===== src/rtl/fp_pkg.sv =====
// FP32 field constants and exponent classification shared by the operand
// pairer and the Floatadder stage.
package fp_pkg;

  localparam int unsigned SIGN_BIT = 31;
  localparam int unsigned EXP_MSB  = 30;
  localparam int unsigned EXP_LSB  = 23;
  localparam int unsigned MAN_MSB  = 22;

  localparam logic [7:0] EXP_ZERO = 8'h00;
  localparam logic [7:0] EXP_MAX  = 8'hFF;

  // Zero/denormal or Inf/NaN exponent.
  function automatic logic is_special(input logic [31:0] word);
    logic [7:0] e;
    e = word[EXP_MSB:EXP_LSB];
    return (e == EXP_ZERO) || (e == EXP_MAX);
  endfunction

endpackage


===== src/rtl/fp_sync_fifo.sv =====
// Synchronous FIFO with explicit occupancy count and a combinational head word.
module fp_sync_fifo #(
  parameter int unsigned DEPTH = 4,
  parameter int unsigned WIDTH = 32
) (
  input  logic                       clk,
  input  logic                       rst_n,
  input  logic                       push,
  input  logic                       pop,
  input  logic                       flush,
  input  logic [WIDTH-1:0]           din,
  output logic [WIDTH-1:0]           dout,
  output logic [$clog2(DEPTH):0]     count,
  output logic                       full,
  output logic                       empty
);

  localparam int unsigned AW = $clog2(DEPTH);
  localparam logic [AW:0] FULL_CNT = (AW+1)'(DEPTH);

  logic [WIDTH-1:0] mem_q [DEPTH];
  logic [AW-1:0]    wr_ptr_q, wr_ptr_d;
  logic [AW-1:0]    rd_ptr_q, rd_ptr_d;
  logic [AW:0]      count_q, count_d;
  logic             wr_en, rd_en;

  assign full  = (count_q == FULL_CNT);
  assign empty = (count_q == '0);
  assign count = count_q;
  assign dout  = mem_q[rd_ptr_q];

  assign wr_en = push && !full && !flush;
  assign rd_en = pop && !empty && !flush;

  always_comb begin
    wr_ptr_d = wr_ptr_q;
    rd_ptr_d = rd_ptr_q;
    count_d  = count_q;
    if (flush) begin
      wr_ptr_d = '0;
      rd_ptr_d = '0;
      count_d  = '0;
    end else begin
      if (wr_en) wr_ptr_d = wr_ptr_q + AW'(1);
      if (rd_en) rd_ptr_d = rd_ptr_q + AW'(1);
      case ({wr_en, rd_en})
        2'b10:   count_d = count_q + (AW+1)'(1);
        2'b01:   count_d = count_q - (AW+1)'(1);
        default: count_d = count_q;
      endcase
    end
  end

  always_ff @(posedge clk or negedge rst_n) begin
    if (!rst_n) begin
      wr_ptr_q <= '0;
      rd_ptr_q <= '0;
      count_q  <= '0;
    end else begin
      wr_ptr_q <= wr_ptr_d;
      rd_ptr_q <= rd_ptr_d;
      count_q  <= count_d;
    end
  end

  // Storage needs no reset: occupancy alone decides what is readable.
  always_ff @(posedge clk) begin
    if (wr_en) mem_q[wr_ptr_q] <= din;
  end

endmodule


===== src/rtl/fp_operand_pairer.sv =====
// Buffers independent x/y FP32 operand streams and issues aligned pairs
// to the Floatadder, one per cycle, with a wrapping issued-pair counter.
module fp_operand_pairer
  import fp_pkg::*;
#(
  parameter int unsigned DEPTH = 4,
  parameter int unsigned CNT_W = 16
) (
  input  logic                     clk,
  input  logic                     rst_n,
  input  logic                     flush,
  input  logic [31:0]              in_x,
  input  logic                     in_x_valid,
  output logic                     in_x_ready,
  input  logic [31:0]              in_y,
  input  logic                     in_y_valid,
  output logic                     in_y_ready,
  input  logic                     out_en,
  output logic [31:0]              x,
  output logic [31:0]              y,
  output logic                     valid_inx,
  output logic                     valid_iny,
  output logic                     special,
  output logic [$clog2(DEPTH):0]   x_count,
  output logic [$clog2(DEPTH):0]   y_count,
  output logic [CNT_W-1:0]         pair_cnt
);

  logic [31:0]      x_head, y_head;
  logic             x_full, y_full, x_empty, y_empty;
  logic             x_push, y_push, issue;

  logic [31:0]      x_q, x_d, y_q, y_d;
  logic             valid_q, valid_d;
  logic             special_q, special_d;
  logic [CNT_W-1:0] pair_cnt_q, pair_cnt_d;

  // Ready is forced low during reset so no word is taken while state is held.
  assign in_x_ready = rst_n && !x_full && !flush;
  assign in_y_ready = rst_n && !y_full && !flush;
  assign x_push     = in_x_valid && in_x_ready;
  assign y_push     = in_y_valid && in_y_ready;
  assign issue      = out_en && !x_empty && !y_empty && !flush;

  fp_sync_fifo #(.DEPTH(DEPTH), .WIDTH(32)) u_x_fifo (
    .clk   (clk),
    .rst_n (rst_n),
    .push  (x_push),
    .pop   (issue),
    .flush (flush),
    .din   (in_x),
    .dout  (x_head),
    .count (x_count),
    .full  (x_full),
    .empty (x_empty)
  );

  fp_sync_fifo #(.DEPTH(DEPTH), .WIDTH(32)) u_y_fifo (
    .clk   (clk),
    .rst_n (rst_n),
    .push  (y_push),
    .pop   (issue),
    .flush (flush),
    .din   (in_y),
    .dout  (y_head),
    .count (y_count),
    .full  (y_full),
    .empty (y_empty)
  );

  always_comb begin
    x_d        = x_q;
    y_d        = y_q;
    special_d  = special_q;
    valid_d    = 1'b0;
    pair_cnt_d = pair_cnt_q;
    if (issue) begin
      x_d        = x_head;
      y_d        = y_head;
      special_d  = is_special(x_head) || is_special(y_head);
      valid_d    = 1'b1;
      pair_cnt_d = pair_cnt_q + CNT_W'(1);
    end
  end

  always_ff @(posedge clk or negedge rst_n) begin
    if (!rst_n) begin
      x_q        <= '0;
      y_q        <= '0;
      valid_q    <= 1'b0;
      special_q  <= 1'b0;
      pair_cnt_q <= '0;
    end else begin
      x_q        <= x_d;
      y_q        <= y_d;
      valid_q    <= valid_d;
      special_q  <= special_d;
      pair_cnt_q <= pair_cnt_d;
    end
  end

  assign x         = x_q;
  assign y         = y_q;
  assign valid_inx = valid_q;
  assign valid_iny = valid_q;
  assign special   = special_q;
  assign pair_cnt  = pair_cnt_q;

endmodule


===== config.mk =====
export PLATFORM = sky130hd
export DESIGN_NAME = fp_operand_pairer
export DESIGN_NICKNAME = d
export VERILOG_FILES = /design/src/rtl/fp_pkg.sv /design/src/rtl/fp_sync_fifo.sv /design/src/rtl/fp_operand_pairer.sv
export SDC_FILE = /design/constraint.sdc
export NUM_CORES = 1
export LEC_CHECK = 0
export ABC_AREA = 1
export CAP_MARGIN = 30
export CORE_ASPECT_RATIO = 0.8
export CORE_MARGIN = 2
export CORE_UTILIZATION = 56
export DETAILED_ROUTE_END_ITERATION = 6
export GPL_TIMING_DRIVEN = 0
export PLACE_DENSITY = 0.84
export SLEW_MARGIN = 40
export SYNTH_ARGS = -nofsm -noshare
export SYNTH_HDL_FRONTEND = slang
export SYNTH_SLANG_ARGS = --single-unit

===== constraint.sdc =====
create_clock -name clk -period 5.7 [get_ports clk]
set_input_delay 0.855 -clock clk [delete_from_list [all_inputs] [get_ports clk]]
set_output_delay 0.855 -clock clk [all_outputs]
set_load 0.1 [all_outputs]

==> flow_metrics.env <==
export IMPL_drc=0
export IMPL_pre_cts_ws_ns=2.01
export IMPL_dieArea_um2=26200
export IMPL_io_buffers=160
export IMPL_crit_slowest_cell="buf_2"
export IMPL_postSynthAreaPerCell_um2=11.8
export IMPL_cts_hold_fix_buffers=0
export IMPL_worst_path_buf_inv=5
export IMPL_ant_nets=0
export IMPL_grt_pass1_vias=9448
export IMPL_cp_arrival_ns=2.53
export IMPL_via_per_inst=5.57
export IMPL_grt_max_degree=72
export IMPL_dp_hpwl_mm=21.8
export IMPL_required_ns=4.85
export IMPL_grt_pass1_wl_mm=50.8
export IMPL_total_leakage_power_uw=0.00672
export IMPL_synthesis_area_um2=14000
export IMPL_p_per_area_nw_per_um2=533
export IMPL_drive_gt1_share_pct=15.7
export IMPL_drt_total_wl_mm=32.6
export IMPL_synth_cells=1184
export IMPL_setup_viol=0
export IMPL_ys_ff_latch=352
export IMPL_num_rows=51
export IMPL_ioPinCount=161
export IMPL_antenna_found_initial=2
export IMPL_drt_initial_drc_count=838
export IMPL_crit_top_cell="inv_1"
export IMPL_die_h_um=145
export IMPL_wl_per_cell_um=18.7
export IMPL_synthToLayoutAreaGrowth_pct=22.7
export IMPL_drv_cap=0
export IMPL_clk_path_buf_depth=3
export IMPL_gr_total_overflow=0
export IMPL_path_cells="buf_8 -> buf_16 -> inv_1 -> nor2_1 -> inv_1 -> a31oi_1 -> buf_2"
export IMPL_placed_area_um2=15900
export IMPL_fin_skew_ns=0.0111
export IMPL_reg2reg_depth=10
export IMPL_p_sw_uw=4000
export IMPL_reg2reg_to="u_x_fifo.count[2]"
export IMPL_max_stage_delay_ns=0.47
export IMPL_dr_pass1_iters=5
export IMPL_cts_htree_levels=2
export IMPL_fin_setup_tns_ns=0
export IMPL_core_area_um2=24400
export IMPL_p_clk_share_pct=26.1
export IMPL_seq_power_share_pct=35.8
export IMPL_gp_congestion=0.861
export IMPL_ctsResizeCount=0
export IMPL_max_slew_worst_pin_slew_ns=0.613
export IMPL_p_int_uw=5140
export IMPL_start_util_pct=57.2
export IMPL_min_period_ns=3.38
export IMPL_worst_path_dominant_cell_family="buffers and inverters"
export IMPL_min_path_type="input pin to asynchronous set/reset pin"
export IMPL_status="finished, final reports clean"
export IMPL_final_area_um2=17200
export IMPL_critPathMaxFanout=71
export IMPL_crit_reg2reg_launch="u_x_fifo.count[0]"
export IMPL_cts_sinks=352
export IMPL_slew_violations=0
export IMPL_grtUsageTotal_pct=24.9
export IMPL_start_kind="input pin"
export IMPL_hold_viol=0
export IMPL_cts_made_buffers=35
export IMPL_crit_type="input pin to output pin"
export IMPL_p_comb_share_pct=38.1
export IMPL_layout_nets=1478
export IMPL_end_kind="output pin"
export IMPL_num_vias=9700
export IMPL_rsz0062_at_grt="false"
export IMPL_yosysUniqueCellTypes=33
export IMPL_ir_drop_v=0.000421
export IMPL_cts_tree="done"
export IMPL_ctsRootBufferMaster="clkbuf_16"
export IMPL_cts_setup_buffers=0
export IMPL_swShare_pct=43.7
export IMPL_worst_skew_pair_late_latency_ns=0.52
export IMPL_post_route_period_util_pct=59.4
export IMPL_ys_seq_area_share_pct=72.2
export IMPL_worst_slack_ns=2.32
export IMPL_worst_r2r_setup_slack_ns=3.07
export IMPL_yosys_warnings=0
export IMPL_die_w_um=181
export IMPL_slew_headroom_pct=59.2
export IMPL_path_clk_slew_ns=0.06
export IMPL_fmax_mhz=295
export IMPL_syn_num_nets=1265
cell usage in the layout, fill, tap and decap left out, drive strengths merged:
master         count
a21oi              4
a31oi             49
and2               1
and3               1
buf              154
bufinv             5
clkbuf            62
clkdlybuf4s50     68
clkinv             9
dfrtp             96
diode              1
edfxtp           256
fa                 2
ha                 9
inv               46
nand2            178
nand3             50
nand3b             2
nand4              6
nor2             277
nor3               4
o21ai            127
xnor2              7
xor2              10
cells in the mapped netlist:
cell | count | area, um2
buf_1 | 3 | 11.3
o21ai_0 | 113 | 566
nor2_2 | 1 | 6.26
dfrtp_1 | 96 | 2400
nor3_1 | 3 | 15.0
inv_1 | 41 | 154
nor2_1 | 274 | 1030
nand4_1 | 6 | 37.5
a21oi_1 | 4 | 20.0
xnor2_1 | 7 | 61.3
xor2_1 | 10 | 87.6
clkbuf_1 | 14 | 52.6
nand3b_1 | 1 | 7.51
and3_1 | 1 | 6.26
buf_6 | 8 | 90.1
nand3_2 | 1 | 10.0
a31oi_1 | 49 | 307
nand2_1 | 176 | 661
nand3_4 | 1 | 17.5
ha_1 | 9 | 113
inv_2 | 4 | 15.0
nand3b_2 | 1 | 11.3
nor3_2 | 1 | 10.0
nand3_1 | 48 | 240
o21ai_1 | 14 | 70.1
and2_0 | 1 | 6.26
buf_2 | 26 | 130
nor2_4 | 1 | 11.3
buf_4 | 9 | 67.6
nor2_8 | 1 | 20.0
fa_1 | 2 | 40.0
edfxtp_1 | 256 | 7690
nand2_2 | 2 | 12.5
cell families (layout without fill, tap and decap cells):
logic type	count (synthesis)	in the layout	synth area share, %
buffers and inverters	105	344	3.72
AOI/OAI and AO/OA	180	180	6.89
and+or+nand+nor	519	519	15.0
adders and majority gates	11	11	1.09
xor gates and xnor gates	17	17	1.07
DFF	352	352	72.2
other	0	1	0
power groups by stage:
stage	Combinational, uW	Sequential (uW)	Clock (uW)
finish	3480	3280	2380
floorplan	884	5140	0
global placement	3630	3320	0
global route	3670	3310	2530
detailed placement	3480	3320	0
CTS	3490	3270	2410
routing by layer:
metal	global-route usage (%)	vias up	routed length, um
met3	5.17	55	3010
met4	8.43	0	748
met2	39.4	465	15300
met1	35.0	4685	13500
met5	0	-	0
li1	-	4495	-
flip-flops by register name, indices dropped and copies added (netlist names):
name               cells
x                     32
u_x_fifo.count         3
u_y_fifo.mem_q       128
u_y_fifo.rd_ptr_q      2
u_y_fifo.count         3
special                1
y                     32
u_x_fifo.rd_ptr_q      2
u_y_fifo.wr_ptr_q      2
valid_inx              1
pair_cnt              16
u_x_fifo.wr_ptr_q      2
u_x_fifo.mem_q       128
worst max path at each step:
stage                                 start                   end  depth (start not counted)
after floorplan           u_x_fifo.count[0]            in_x_ready                          2
after global placement                rst_n  u_y_fifo.mem_q[3][7]                          7
after detailed placement              rst_n     u_x_fifo.count[2]                         12
after CTS                             rst_n            in_x_ready                          7
after global routing                  rst_n            in_x_ready                          7
final                                 rst_n            in_x_ready                          7
layout make-up:
class	instances	area (um2)
clock buffers	48	986
repair buffers	176	1520
diodes	1	2.50
multi-input cells	727	3420
clock inverters	15	215
well taps	318	398
inverters	45	169
fillers	1613	7290
flip-flops and latches	352	10100
plain buffers	60	352
per-stage QoR:
| stage | power [uW] | util, % | hold WS, ns | std cells |
|---|---|---|---|---|
| after global routing | 9500 | 70.2 | 0.186 | 1742 |
| after CTS | 9180 | 70.2 | 0.185 | 1741 |
| after global placement | 6950 | 65.4 | 0.472 | 1662 |
| after floorplan | 6030 | - | 0.516 | 1184 |
| after detailed placement | 6800 | 65.3 | 0.471 | 1678 |
| final | 9140 | 70.2 | 0.190 | 1742 |
Note: power is estimated with default switching activity, not from simulation.
